--- src/rtl/spi_sub.sv ---
// SPI subordinate: oversamples SCLK/SS/MOSI on clk, shifts LSB-first frames in and out,
// and buffers one transmit word in a holding register.
module spi_sub #(
    parameter int DATA_WIDTH = 8,
    parameter bit CPOL       = 1'b1,
    parameter bit CPHA       = 1'b1
) (
    input  logic                  clk,
    input  logic                  reset_n,
    input  logic                  i_SCLK,
    input  logic                  i_SS,
    input  logic                  i_MOSI,
    output logic                  o_MISO,
    output logic                  o_MISO_oe,
    input  logic [DATA_WIDTH-1:0] i_data_in_TX,
    input  logic                  i_data_valid_TX,
    output logic                  o_data_ready_TX,
    output logic [DATA_WIDTH-1:0] o_data_out,
    output logic                  o_data_done,
    output logic                  o_tx_underrun,
    output logic                  o_frame_abort
);

    localparam int CW = $clog2(DATA_WIDTH + 1);

    typedef enum logic [1:0] {
        ST_IDLE  = 2'd0,
        ST_LOAD  = 2'd1,
        ST_SHIFT = 2'd2
    } state_t;

    state_t                state_r;
    logic                  sclk_s1_r, sclk_s2_r, sclk_h_r;
    logic                  ss_s1_r, ss_s2_r, ss_h_r;
    logic                  mosi_s1_r, mosi_s2_r, mosi_h_r;
    logic [DATA_WIDTH-1:0] hold_r;
    logic                  hold_full_r;
    logic                  ready_r;
    logic [DATA_WIDTH-1:0] tx_shift_r;
    logic [DATA_WIDTH-1:0] rx_shift_r;
    logic [CW-1:0]         bit_cnt_r;
    logic                  reload_pending_r;
    logic                  first_lead_r;
    logic                  miso_r;
    logic                  oe_r;
    logic [DATA_WIDTH-1:0] data_out_r;
    logic                  done_r;
    logic                  underrun_r;
    logic                  abort_r;

    logic                  lead_s, trail_s, sample_edge_s, shift_edge_s;
    logic                  ss_fall_s, ss_rise_s, last_sample_s;
    logic [DATA_WIDTH-1:0] load_word_s;
    logic [DATA_WIDTH-1:0] rx_word_s;

    // Two-flop synchronizers plus a history flop for edge detection
    always_ff @(posedge clk) begin
        if (!reset_n) begin
            sclk_s1_r <= CPOL;
            sclk_s2_r <= CPOL;
            sclk_h_r  <= CPOL;
            ss_s1_r   <= 1'b1;
            ss_s2_r   <= 1'b1;
            ss_h_r    <= 1'b1;
            mosi_s1_r <= 1'b0;
            mosi_s2_r <= 1'b0;
            mosi_h_r  <= 1'b0;
        end else begin
            sclk_s1_r <= i_SCLK;
            sclk_s2_r <= sclk_s1_r;
            sclk_h_r  <= sclk_s2_r;
            ss_s1_r   <= i_SS;
            ss_s2_r   <= ss_s1_r;
            ss_h_r    <= ss_s2_r;
            mosi_s1_r <= i_MOSI;
            mosi_s2_r <= mosi_s1_r;
            mosi_h_r  <= mosi_s2_r;
        end
    end

    // Edge classification and next receive word
    always_comb begin
        lead_s        = (sclk_h_r == CPOL) && (sclk_s2_r != CPOL);
        trail_s       = (sclk_h_r != CPOL) && (sclk_s2_r == CPOL);
        sample_edge_s = CPHA ? trail_s : lead_s;
        shift_edge_s  = CPHA ? lead_s : trail_s;
        ss_fall_s     = ss_h_r & ~ss_s2_r;
        ss_rise_s     = ~ss_h_r & ss_s2_r;
        last_sample_s = (bit_cnt_r == CW'(DATA_WIDTH - 1));
        if (hold_full_r) begin
            load_word_s = hold_r;
        end else begin
            load_word_s = {DATA_WIDTH{1'b0}};
        end
        rx_word_s = rx_shift_r;
        for (int i = 0; i < DATA_WIDTH; i++) begin
            if (bit_cnt_r == CW'(i)) begin
                rx_word_s[i] = mosi_h_r;
            end else begin
                rx_word_s[i] = rx_shift_r[i];
            end
        end
    end

    // Frame FSM, holding register handshake and all registered outputs
    always_ff @(posedge clk) begin
        if (!reset_n) begin
            state_r          <= ST_IDLE;
            hold_r           <= {DATA_WIDTH{1'b0}};
            hold_full_r      <= 1'b0;
            ready_r          <= 1'b1;
            tx_shift_r       <= {DATA_WIDTH{1'b0}};
            rx_shift_r       <= {DATA_WIDTH{1'b0}};
            bit_cnt_r        <= {CW{1'b0}};
            reload_pending_r <= 1'b0;
            first_lead_r     <= 1'b0;
            miso_r           <= 1'b0;
            oe_r             <= 1'b0;
            data_out_r       <= {DATA_WIDTH{1'b0}};
            done_r           <= 1'b0;
            underrun_r       <= 1'b0;
            abort_r          <= 1'b0;
        end else begin
            done_r     <= 1'b0;
            underrun_r <= 1'b0;
            abort_r    <= 1'b0;
            if (i_data_valid_TX && ready_r) begin
                hold_r      <= i_data_in_TX;
                hold_full_r <= 1'b1;
                ready_r     <= 1'b0;
            end
            case (state_r)
                ST_IDLE: begin
                    miso_r <= 1'b0;
                    oe_r   <= 1'b0;
                    if (ss_fall_s) begin
                        state_r <= ST_LOAD;
                        oe_r    <= 1'b1;
                    end
                end
                ST_LOAD: begin
                    tx_shift_r <= load_word_s;
                    miso_r     <= load_word_s[0];
                    if (hold_full_r) begin
                        hold_full_r <= 1'b0;
                        ready_r     <= 1'b1;
                    end else begin
                        underrun_r <= 1'b1;
                    end
                    bit_cnt_r        <= {CW{1'b0}};
                    rx_shift_r       <= {DATA_WIDTH{1'b0}};
                    reload_pending_r <= 1'b0;
                    first_lead_r     <= CPHA;
                    state_r          <= ST_SHIFT;
                end
                ST_SHIFT: begin
                    if (ss_rise_s) begin
                        state_r <= ST_IDLE;
                        oe_r    <= 1'b0;
                        miso_r  <= 1'b0;
                        if (bit_cnt_r != {CW{1'b0}}) begin
                            abort_r <= 1'b1;
                        end
                    end else begin
                        if (sample_edge_s) begin
                            rx_shift_r <= rx_word_s;
                            if (last_sample_s) begin
                                data_out_r       <= rx_word_s;
                                done_r           <= 1'b1;
                                bit_cnt_r        <= {CW{1'b0}};
                                reload_pending_r <= 1'b1;
                            end else begin
                                bit_cnt_r <= bit_cnt_r + CW'(1);
                            end
                        end
                        // A shift edge after a completed frame starts the next word
                        if (shift_edge_s) begin
                            if (reload_pending_r) begin
                                reload_pending_r <= 1'b0;
                                tx_shift_r       <= load_word_s;
                                miso_r           <= load_word_s[0];
                                if (hold_full_r) begin
                                    hold_full_r <= 1'b0;
                                    ready_r     <= 1'b1;
                                end else begin
                                    underrun_r <= 1'b1;
                                end
                            end else if (first_lead_r) begin
                                first_lead_r <= 1'b0;
                            end else begin
                                tx_shift_r <= {1'b0, tx_shift_r[DATA_WIDTH-1:1]};
                                miso_r     <= tx_shift_r[1];
                            end
                        end
                    end
                end
                default: begin
                    state_r <= ST_IDLE;
                    oe_r    <= 1'b0;
                    miso_r  <= 1'b0;
                end
            endcase
        end
    end

    assign o_MISO          = miso_r;
    assign o_MISO_oe       = oe_r;
    assign o_data_ready_TX = ready_r;
    assign o_data_out      = data_out_r;
    assign o_data_done     = done_r;
    assign o_tx_underrun   = underrun_r;
    assign o_frame_abort   = abort_r;

endmodule

--- config.mk ---
export PLATFORM = sky130hd
export DESIGN_NAME = spi_sub
export DESIGN_NICKNAME = d
export VERILOG_FILES = /design/src/rtl/spi_sub.sv
export SDC_FILE = /design/constraint.sdc
export NUM_CORES = 1
export LEC_CHECK = 0
export BUFFER_PORTS_ARGS = -buffer_cell sky130_fd_sc_hd__buf_2
export CAP_MARGIN = 20
export CORE_MARGIN = 2
export CORE_UTILIZATION = 50
export DETAILED_ROUTE_END_ITERATION = 8
export PLACE_DENSITY = 0.69
export SLEW_MARGIN = 20
export SYNTH_ARGS = -nofsm -noshare
export SYNTH_HDL_FRONTEND = slang
export SYNTH_SLANG_ARGS = --single-unit
--- constraint.sdc ---
create_clock -name clk -period 1.8 [get_ports clk]
set_clock_uncertainty 0.05 [all_clocks]
set_input_delay 0.09 -clock clk [delete_from_list [all_inputs] [get_ports clk]]
set_output_delay 0.09 -clock clk [all_outputs]
set_load 0.1 [all_outputs]
# Word-level counts from Yosys, hierarchy flattened
# Index checks and enable logic that the tools add are counted.
# totals
inputBits	14
reg_bits	56
# op_classes
add_sub_neg	1
bitwise	11
reduce_logical	17
n_eq_ne	18
n_mux	61
# op_table
cell	n
two-way mux 8 bit	7
two-way mux 1 bit	38
case mux 8 bit (2 select lines)	2
== test 4 x 3 -> 1 bit (second input constant)	4
two-way mux 4 bit	3
inequality test 2 bit (second input constant)	6
case mux 1 bit (2 select lines)	6
AND reduction 4 bit	3
NOT 1 bit	9
== test 4 x 2 -> 1 bit (second input constant)	2
case mux 4 bit (2 select lines)	1
AND reduction 2 bit	4
inequality test 3 bit (second input constant)	2
case mux 2 bit (3 select lines)	1
AND reduction 3 bit	2
adder 4 x 1 -> 4 bit (second input constant)	1
== test 4 x 1 -> 1 bit (second input constant)	1
zero test 4 bit	1
two-way mux 2 bit	2
inequality test 4 bit (second input constant)	1
nonzero test 4 bit	1
OR reduction 4 bit	1
logical AND 1 bit	3
case mux 1 bit (3 select lines)	1
other kinds (5)	6

# Depth between registers and ports, before layout
# Gate-level depths: netlist (run 1).
# logic_depth
word_depth	7
depth_mapped	8

# Worst setup path after synthesis (run 1)
# No wires, ideal clock.
# synth_path
path_type	reg-to-reg
startpoint	register ready_r (netlist: o_data_ready_TX)
endpoint	register hold_full_r
stages_incl_launch_ff	5
n_path_buf	0
arrival_time_ns	1.703
path_slack_ns	-0.023
required_ns	1.680
synth_period_minus_slack_ns	1.823
path_cell_list	dfxtp_1 nand2_1 clkinv_1 o21ai_0 a21oi_1
# synth_via
elab_chain_cells	7
# synth_rtl
element	line_no	source
start, declared	38	logic ready_r;
start signal, assigned	111	ready_r <= 1'b1;
start signal, assigned	130	ready_r <= 1'b0;
start signal, assigned	146	ready_r <= 1'b1;
logical AND 1 bit (*)	127	if (i_data_valid_TX && ready_r) begin
two-way mux 1 bit (*)	127	
two-way mux 1 bit	144, 182	
two-way mux 1 bit	178	if (reload_pending_r) begin
two-way mux 1 bit	177	if (shift_edge_s) begin
two-way mux 1 bit	157	if (ss_rise_s) begin
case mux 1 bit (2 select lines) (*)	132	case (state_r)
end signal, assigned	129	hold_full_r <= 1'b1;
end signal, assigned	145	hold_full_r <= 1'b0;
end signal, assigned	183	hold_full_r <= 1'b0;
end, declared	37	logic hold_full_r;
# Mark *: on every way between the ends. The rest lies on a longest branch, timed or not.
# A chain may end at the register's enable or synchronous reset.

# Final worst setup path (run 1)
# layout_path
startpoint	register state_r[0]
endpoint	register tx_shift_r[7]
# layout_via
elab_chain_cells	3
word_cells_on_any_way	8
# layout_rtl
element	line_no	source
start, declared	32	state_t state_r;
start signal, assigned	108	state_r <= ST_IDLE;
start signal, assigned	137	state_r <= ST_LOAD;
start signal, assigned	154	state_r <= ST_SHIFT;
== test 2 bit or == test 2 x 1 -> 1 bit (tied branches)	132	
inequality test 3 bit (no line) (tied with other cells)	-	
AND reduction 4 bit (no line)	-	
end signal, assigned	142	tx_shift_r <= load_word_s;
end signal, assigned	180	tx_shift_r <= load_word_s;
end signal, assigned	191	tx_shift_r <= {1'b0, tx_shift_r[DATA_WIDTH-1:1]};
end, declared	39	logic [DATA_WIDTH-1:0] tx_shift_r;
# Parallel ways exist; a longest one is shown, timed or not.

==> metrics.md, run 1 <==
| Metric | Value |
|---|---|
| Status | `completed` |
| Vias after detailed routing | `~2.0k` |
| Die outline area | `around 5700 sq um` |
| GRT Residual Overflow | `0` |
| Hold Path Class | `input pin to flop` |
| Routed Antenna Nets | `0` |
| Worst EP required | `1.95 ns` |
| Initial drt markers | `100` |
| CTS tree | `built` |
| Slew margin rel. | `approximately 60%` |
| Cell Count, Final, Fillers Out | `about 390` |
| Avg Inst Size Synth | `~9.0 sq um` |
| Syn Inst Count | `284` |
| Final Net Count | `339` |
| Synth Register Bits | `54` |
| CTS Root Cell | `clkbuf_8` |
| Mapped Area | `about 2600 sq um` |
| Post-DR vias/cell | `5.02` |
| H-tree depth | `2` |
| Drt drc | `0` |
| First-pass GRT wire length | `between 8000 and 9000 um` |
| GRT Total Usage | `18.3%` |
| Placed cell count | `between 300 and 400` |
| Total power draw | `roughly 2.3 mW` |
| Final hold vios | `0` |
| Fmax | `roughly 590 MHz` |
| Worst vdd ir | `485 uV` |
| Io pins | `28` |
| Row count | `26` |
| RSZ-0062 raised after global routing | `false` |
| Initial core utilization | `about 51%` |
| Drt first pass iters | `4` |
| TritonCTS Sinks | `54` |
| Setup crit end kind | `flop` |
| Setup TNS | `0 ns` |
| Worst-skew pair later-pin latency | `roughly 0.30 ns` |
| Port bufs | `27` |
| Post-synthesis sequential area ratio | `a little over two fifths` |
| Maxcap violations | `0` |
| Lkg Pwr | `approximately 1.3 nW` |
| Final period util | `between 90% and 100%` |
| Post-detail-place hpwl | `about 3300 um` |
| Synth Net Count | `slightly above 300` |
| YS warnings | `0` |
| Ys flop type | `dfxtp_1` |
| Crit-path max FO | `10` |
| Reg2reg setup slack | `roughly 0.12 ns` |
| CTS Buffer Depth | `2` |
| Initial antenna violation count | `0` |
| Clock transition at the registers of the reported paths | `~0.1 ns` |
| Layout cells sized above 1 | `16.9%` |
| Synth unique cells | `45` |
| Commonest cells after routing, fill and taps aside | `nand2_1 (56), dfxtp_1 (53), buf_2 (27), mux2i_1 (23)` |
| Actual slew at the worst max-slew pin | `between 0.6 and 0.7 ns` |
| Tmin final | `~1.7 ns` |
| Final wirelength | `between 4000 and 5000 um` |
| Critical path class | `flop to flop` |
| Number of global-route vias before repair | `roughly 1.8k` |
| Commonest non-fill, non-tap cell in the layout | `nand2_1` |
| Die Width | `75.5 um` |
| Max-slew violation count | `0` |
| Die span in y | `75.5 um` |
| Hold_sp | `i_data_valid_TX` |
| RR Startpoint | `state_r[0]` |
| P&R area growth vs syn | `16.3%` |
| Worst Setup Start Kind | `flop` |
| Crit path from | `state_r[0]` |
| Final GP Congestion | `0.750` |
| Final setup fails | `0` |
| Diode count | `0` |
| Post-CTS Setup Inserts | `0` |
| Total CTS buffers | `5` |
| Largest net degree at the start of global routing | `37` |
| WL per Instance | `12.3 um` |
| PwrDens | `761 nW/um^2` |
| Number of enable flip-flop cells after synthesis | `0` |
| Async SR Flop Fraction | `0%` |
| CP arrival | `~1.8 ns` |
| Core Box Area | `5010 sq um` |
## worst max-delay path, cell delays in order (launching register included)
cell     delay [ns]
dfxtp_1        0.40
inv_1          0.08
ha_1           0.30
buf_4          0.22
o21ai_2        0.10
nand3_4        0.17
a31o_1         0.26
## final timing paths
check                         end  depth (start not counted)
setup reg to reg    tx_shift_r[7]                          6
hold / removal    o_data_ready_TX                          3
hold reg to reg         sclk_s2_r                          1
setup / recovery    tx_shift_r[7]                          6
## metrics by stage
stage | util (%) | area (sq um) | setup slack [ns] | hold slack, ns
2_1_floorplan | - | 2560 | 0.246 | 0.141
3_3_place_gp | 54.8 | 2750 | 0.102 | 0.221
3_5_place_dp | 54.8 | 2750 | 0.105 | 0.227
4_1_cts | 59.2 | 2970 | 0.0785 | 0.0258
5_1_grt | 59.3 | 2970 | 0.00625 | 0.0494
6_report | 59.3 | 2970 | 0.116 | 0.0283
## synth_stat cells (3+ instances only)
cell | instances | area share (%)
o21ai_0 | 9 | 1.8
nand2b_1 | 11 | 2.7
buf_2 | 4 | 0.78
ha_1 | 7 | 3.4
nand2_1 | 56 | 8.2
nor2b_1 | 6 | 1.5
nand3_1 | 4 | 0.78
clkbuf_1 | 13 | 1.9
a21oi_1 | 3 | 0.59
mux2i_1 | 23 | 9.0
inv_1 | 7 | 1.0
and2_1 | 11 | 2.7
nand3b_1 | 11 | 3.2
a21boi_0 | 10 | 2.9
nor3b_1 | 5 | 1.5
o21a_1 | 3 | 0.88
and3_1 | 4 | 0.98
dfxtp_1 | 54 | 42
nor2_1 | 7 | 1.0
o211a_1 | 7 | 2.7
## layout make-up
class                           count  area [sq um]
Fill cell                         476          2040
Multi-Input combinational cell    201          1330
Sequential cell                    54          1080
Timing Repair Buffer               48           333
Tap cell                           70          87.6
Clock buffer                        5          68.8
Clock inverter                      3          43.8
Inverter                            8          30.0
## per-layer routing
layer	global-route usage [%]	share of wire [%]
met1	24.2	48
met5	0	0
met4	4.09	0.46
met3	3.97	2.6
met2	30.6	49
## logic make-up (layout without fill, tap and decap cells)
group                    after synthesis  in the layout  share of synthesized area [%]
flip-flops                            54             54                           42.3
buffers and inverters                 29             64                           5.97
AND/OR/NAND/NOR                      126            126                           26.3
adder cells (fa/ha/maj)                7              7                           3.43
multiplexers                          23             23                           9.01
XOR/XNOR                               1              1                          0.343
AO/OA/AOI/OAI                         44             44                           12.7
## where the power goes
| group | total [mW] | internal (mW) | switching [mW] | leakage, nW |
|---|---|---|---|---|
| Combinational | 0.191 | 0.0837 | 0.107 | 0.837 |
| Sequential | 1.25 | 1.22 | 0.0227 | 0.439 |
| Clock | 0.825 | 0.418 | 0.407 | 0.0585 |
| Total | 2.26 | 1.72 | 0.537 | 1.33 |
## sequential cells by signal, indices dropped and copies added (netlist names), 2 cells and up
name / flops
rx_shift_r: 7
o_data_out: 8
tx_shift_r: 7
state_r: 2
hold_r: 8
bit_cnt_r: 4
## repair_timing
item                                    in CTS  in global routing
resized for setup                            0                  2
endpoints found under the setup margin       0                  9
endpoints found under the hold margin       11                  0
hold buffers                                11                  0
Power figures use the tool's default switching activity.
==> run 2, diff against run 1 <==
Settings changed: ABC_AREA from default to 1.
==> metrics.md, run 2 <==
| Metric | Value |
|---|---|
| Status | `completed` |
| CP arrival | `roughly 1.9 ns` |
| Vias after detailed routing | `around 2.0k` |
| Port bufs | `27` |
| TritonCTS Sinks | `54` |
| Multi-input gate area | `between 1000 and 1500 sq um` |
| Setup crit end kind | `flop` |
| Die span in y | `74.7 um` |
| Lkg Pwr | `about 1.3 nW` |
| Drt drc | `0` |
| Die Width | `approximately 75 um` |
| Avg Inst Size Synth | `7.64 sq um` |
| Tmin final | `between 1.5 and 2 ns` |
| Worst EP required | `around 2 ns` |
| Setup TNS | `0 ns` |
| Actual slew at the worst max-slew pin | `about 0.50 ns` |
| Maxcap violations | `0` |
| Worst Setup Start Kind | `flop` |
| Pre-CTS WS | `0.112 ns` |
| CTS Buffer Depth | `2` |
| Fillcell total | `about 480` |
| Post-detail-place hpwl | `3360 um` |
| Max-slew violation count | `0` |
| RSZ-0062 raised after global routing | `false` |
| Synth top cells by count | `nand2_1 (87), dfxtp_1 (54), nor2_1 (38), nand3_1 (22), o21ai_0 (22)` |
| Most frequent cell after synthesis | `nand2_1` |
| Synth unique cells | `31` |
| Clock transition at the registers of the reported paths | `~0.10 ns` |
| Final GP Congestion | `between 0.8 and 0.9` |
| Drt first pass iters | `6` |
| YS warnings | `0` |
| Top-area cell type share of the netlist area | `between 40% and 50%` |
| Largest cells by area after synthesis | `dfxtp_1 (43%), nand2_1 (13%), nor2_1 (5.7%), nand3_1 (4.4%), o21ai_0 (4.4%)` |
| Worst vdd ir | `411 uV` |
| Post-synthesis sequential area ratio | `a little over two fifths` |
| Hold Path Class | `input pin to flop` |
| Worst-skew pair later-pin latency | `0.30 ns` |
| Die outline area | `~5600 sq um` |
| Ys flop type | `dfxtp_1` |
| Total power draw | `roughly 2.8 mW` |
| Crit path from | `state_r[0]` |
| Number of global-route vias before repair | `about 1.8k` |
| CTS tree | `built` |
| Synth Net Count | `roughly 350` |
| PwrDens | `971 nW/um^2` |
| Final hold vios | `0` |
| Mapped Area | `approximately 2500 sq um` |
| Critical path class | `flop to flop` |
| Initial antenna violation count | `0` |
| RR Startpoint | `state_r[0]` |
| Final period util | `91.6%` |
| First-pass GRT wire length | `around 7800 um` |
| Slew margin rel. | `67.1%` |
| GRT Total Usage | `about 18%` |
| Post-CTS Setup Inserts | `0` |
| Core Box Area | `roughly 4800 sq um` |
| GRT Residual Overflow | `0` |
| Number of enable flip-flop cells after synthesis | `0` |
| Commonest non-fill, non-tap cell in the layout | `nand2_1` |
| Diode count | `0` |
| CTS Root Cell | `clkbuf_8` |
| Layout cells sized above 1 | `21.9%` |
| Syn Inst Count | `327` |
| Cell taking the most area after synthesis | `dfxtp_1` |
| H-tree depth | `2` |
| Hold WS | `about 0.036 ns` |
| Final wirelength | `a little under 5000 um` |
| RR Endpoint | `o_data_out[5]` |
| Synth Register Bits | `54` |
| Total CTS buffers | `5` |
| Reg2reg setup slack | `around 0.15 ns` |
| PnR worst setup slack | `0.151 ns` |
| Crit-path max FO | `11` |
| Initial core utilization | `52.5%` |
| P&R area growth vs syn | `15.8%` |
| Initial drt markers | `84` |
| Util after Layout | `approximately three fifths` |
| FF+latch area | `approximately 1100 sq um` |
| Largest net degree at the start of global routing | `33` |
| Final Net Count | `386` |
| Io pins | `28` |
| Post-DR vias/cell | `4.73` |
| Routed Antenna Nets | `0` |
| Row count | `25` |
| Async SR Flop Fraction | `0%` |
| Crit path capture | `o_data_out[5]` |
| R2R cell count | `9` |
| Final setup fails | `0` |
| Commonest cells after routing, fill and taps aside | `nand2_1 (87), dfxtp_1 (54), nor2_1 (38), buf_2 (27)` |
| WL per Instance | `approximately 11 um` |
| Fmax | `607 MHz` |
==> run 2: repair_timing <==
action,4_1_cts,5_1_grt
endpoints found under the setup margin,0,10
hold endpoints to repair,11,0
hold buffers,11,0
gates resized for setup,0,1
==> run 2: how the worst min path moves through the flow <==
| stage | slack, ns | from | depth (start not counted) | endpoint |
|---|---|---|---|---|
| 2_1_floorplan | 0.14 | i_MOSI | 2 | mosi_s1_r |
| 3_3_place_gp | 0.23 | i_MOSI | 3 | mosi_s1_r |
| 3_5_place_dp | 0.23 | i_MOSI | 3 | mosi_s1_r |
| 4_1_cts | 0.03 | i_data_valid_TX | 4 | o_data_ready_TX |
| 5_1_grt | 0.08 | i_data_valid_TX | 4 | o_data_ready_TX |
| 6_report | 0.04 | i_data_valid_TX | 4 | o_data_ready_TX |
==> run 2: where the power goes <==
part / internal (mW) / switching [mW]
Sequential: 1.29 / 0.0625
Combinational: 0.228 / 0.419
Clock: 0.417 / 0.392
Total: 1.93 / 0.873
==> run 2: cell families (layout without fill, tap and decap cells) <==
family | Yosys count | in the layout | share of synthesized area (%)
adder cells (fa/ha/maj) | 7 | 7 | 3.51
buffers and inverters | 36 | 75 | 7.21
XOR/XNOR | 2 | 2 | 0.702
flip-flops | 54 | 54 | 43.3
AO/OA/AOI/OAI | 53 | 53 | 11.8
AND/OR/NAND/NOR | 175 | 175 | 33.5
==> run 2: cell type report <==
cell class / count / area share (%)
clock buffers: 5 / 2.38
clock inverters: 3 / 1.51
inverters: 24 / 3.20
multi-input cells: 237 / 42.8
flip-flops and latches: 54 / 37.4
well taps: 67 / 2.90
repair buffers: 43 / 9.78
==> run 2: layer usage <==
layer / vias to the layer above / track usage, % / wire length (um)
met5: - / 0 / 0
met4: 0 / 5.95 / 55
li1: 1119 / - / -
met1: 901 / 23.0 / 2430
met3: 5 / 2.81 / 99
met2: 24 / 30.7 / 2280
==> run 2: metrics by stage <==
step / area (sq um) / std cells
2_1_floorplan: 2500 / 327
3_3_place_gp: 2670 / 414
3_5_place_dp: 2670 / 414
4_1_cts: 2890 / 433
5_1_grt: 2890 / 433
6_report: 2890 / 433
==> run 2: critical path: stages, from the launching register on <==
cell     delay [ns]
dfxtp_1        0.33
inv_1          0.08
ha_2           0.23
buf_4          0.18
nand2_8        0.08
nor2_8         0.22
nand2_4        0.15
nor2_8         0.15
nand2_1        0.06
nand2_1        0.06
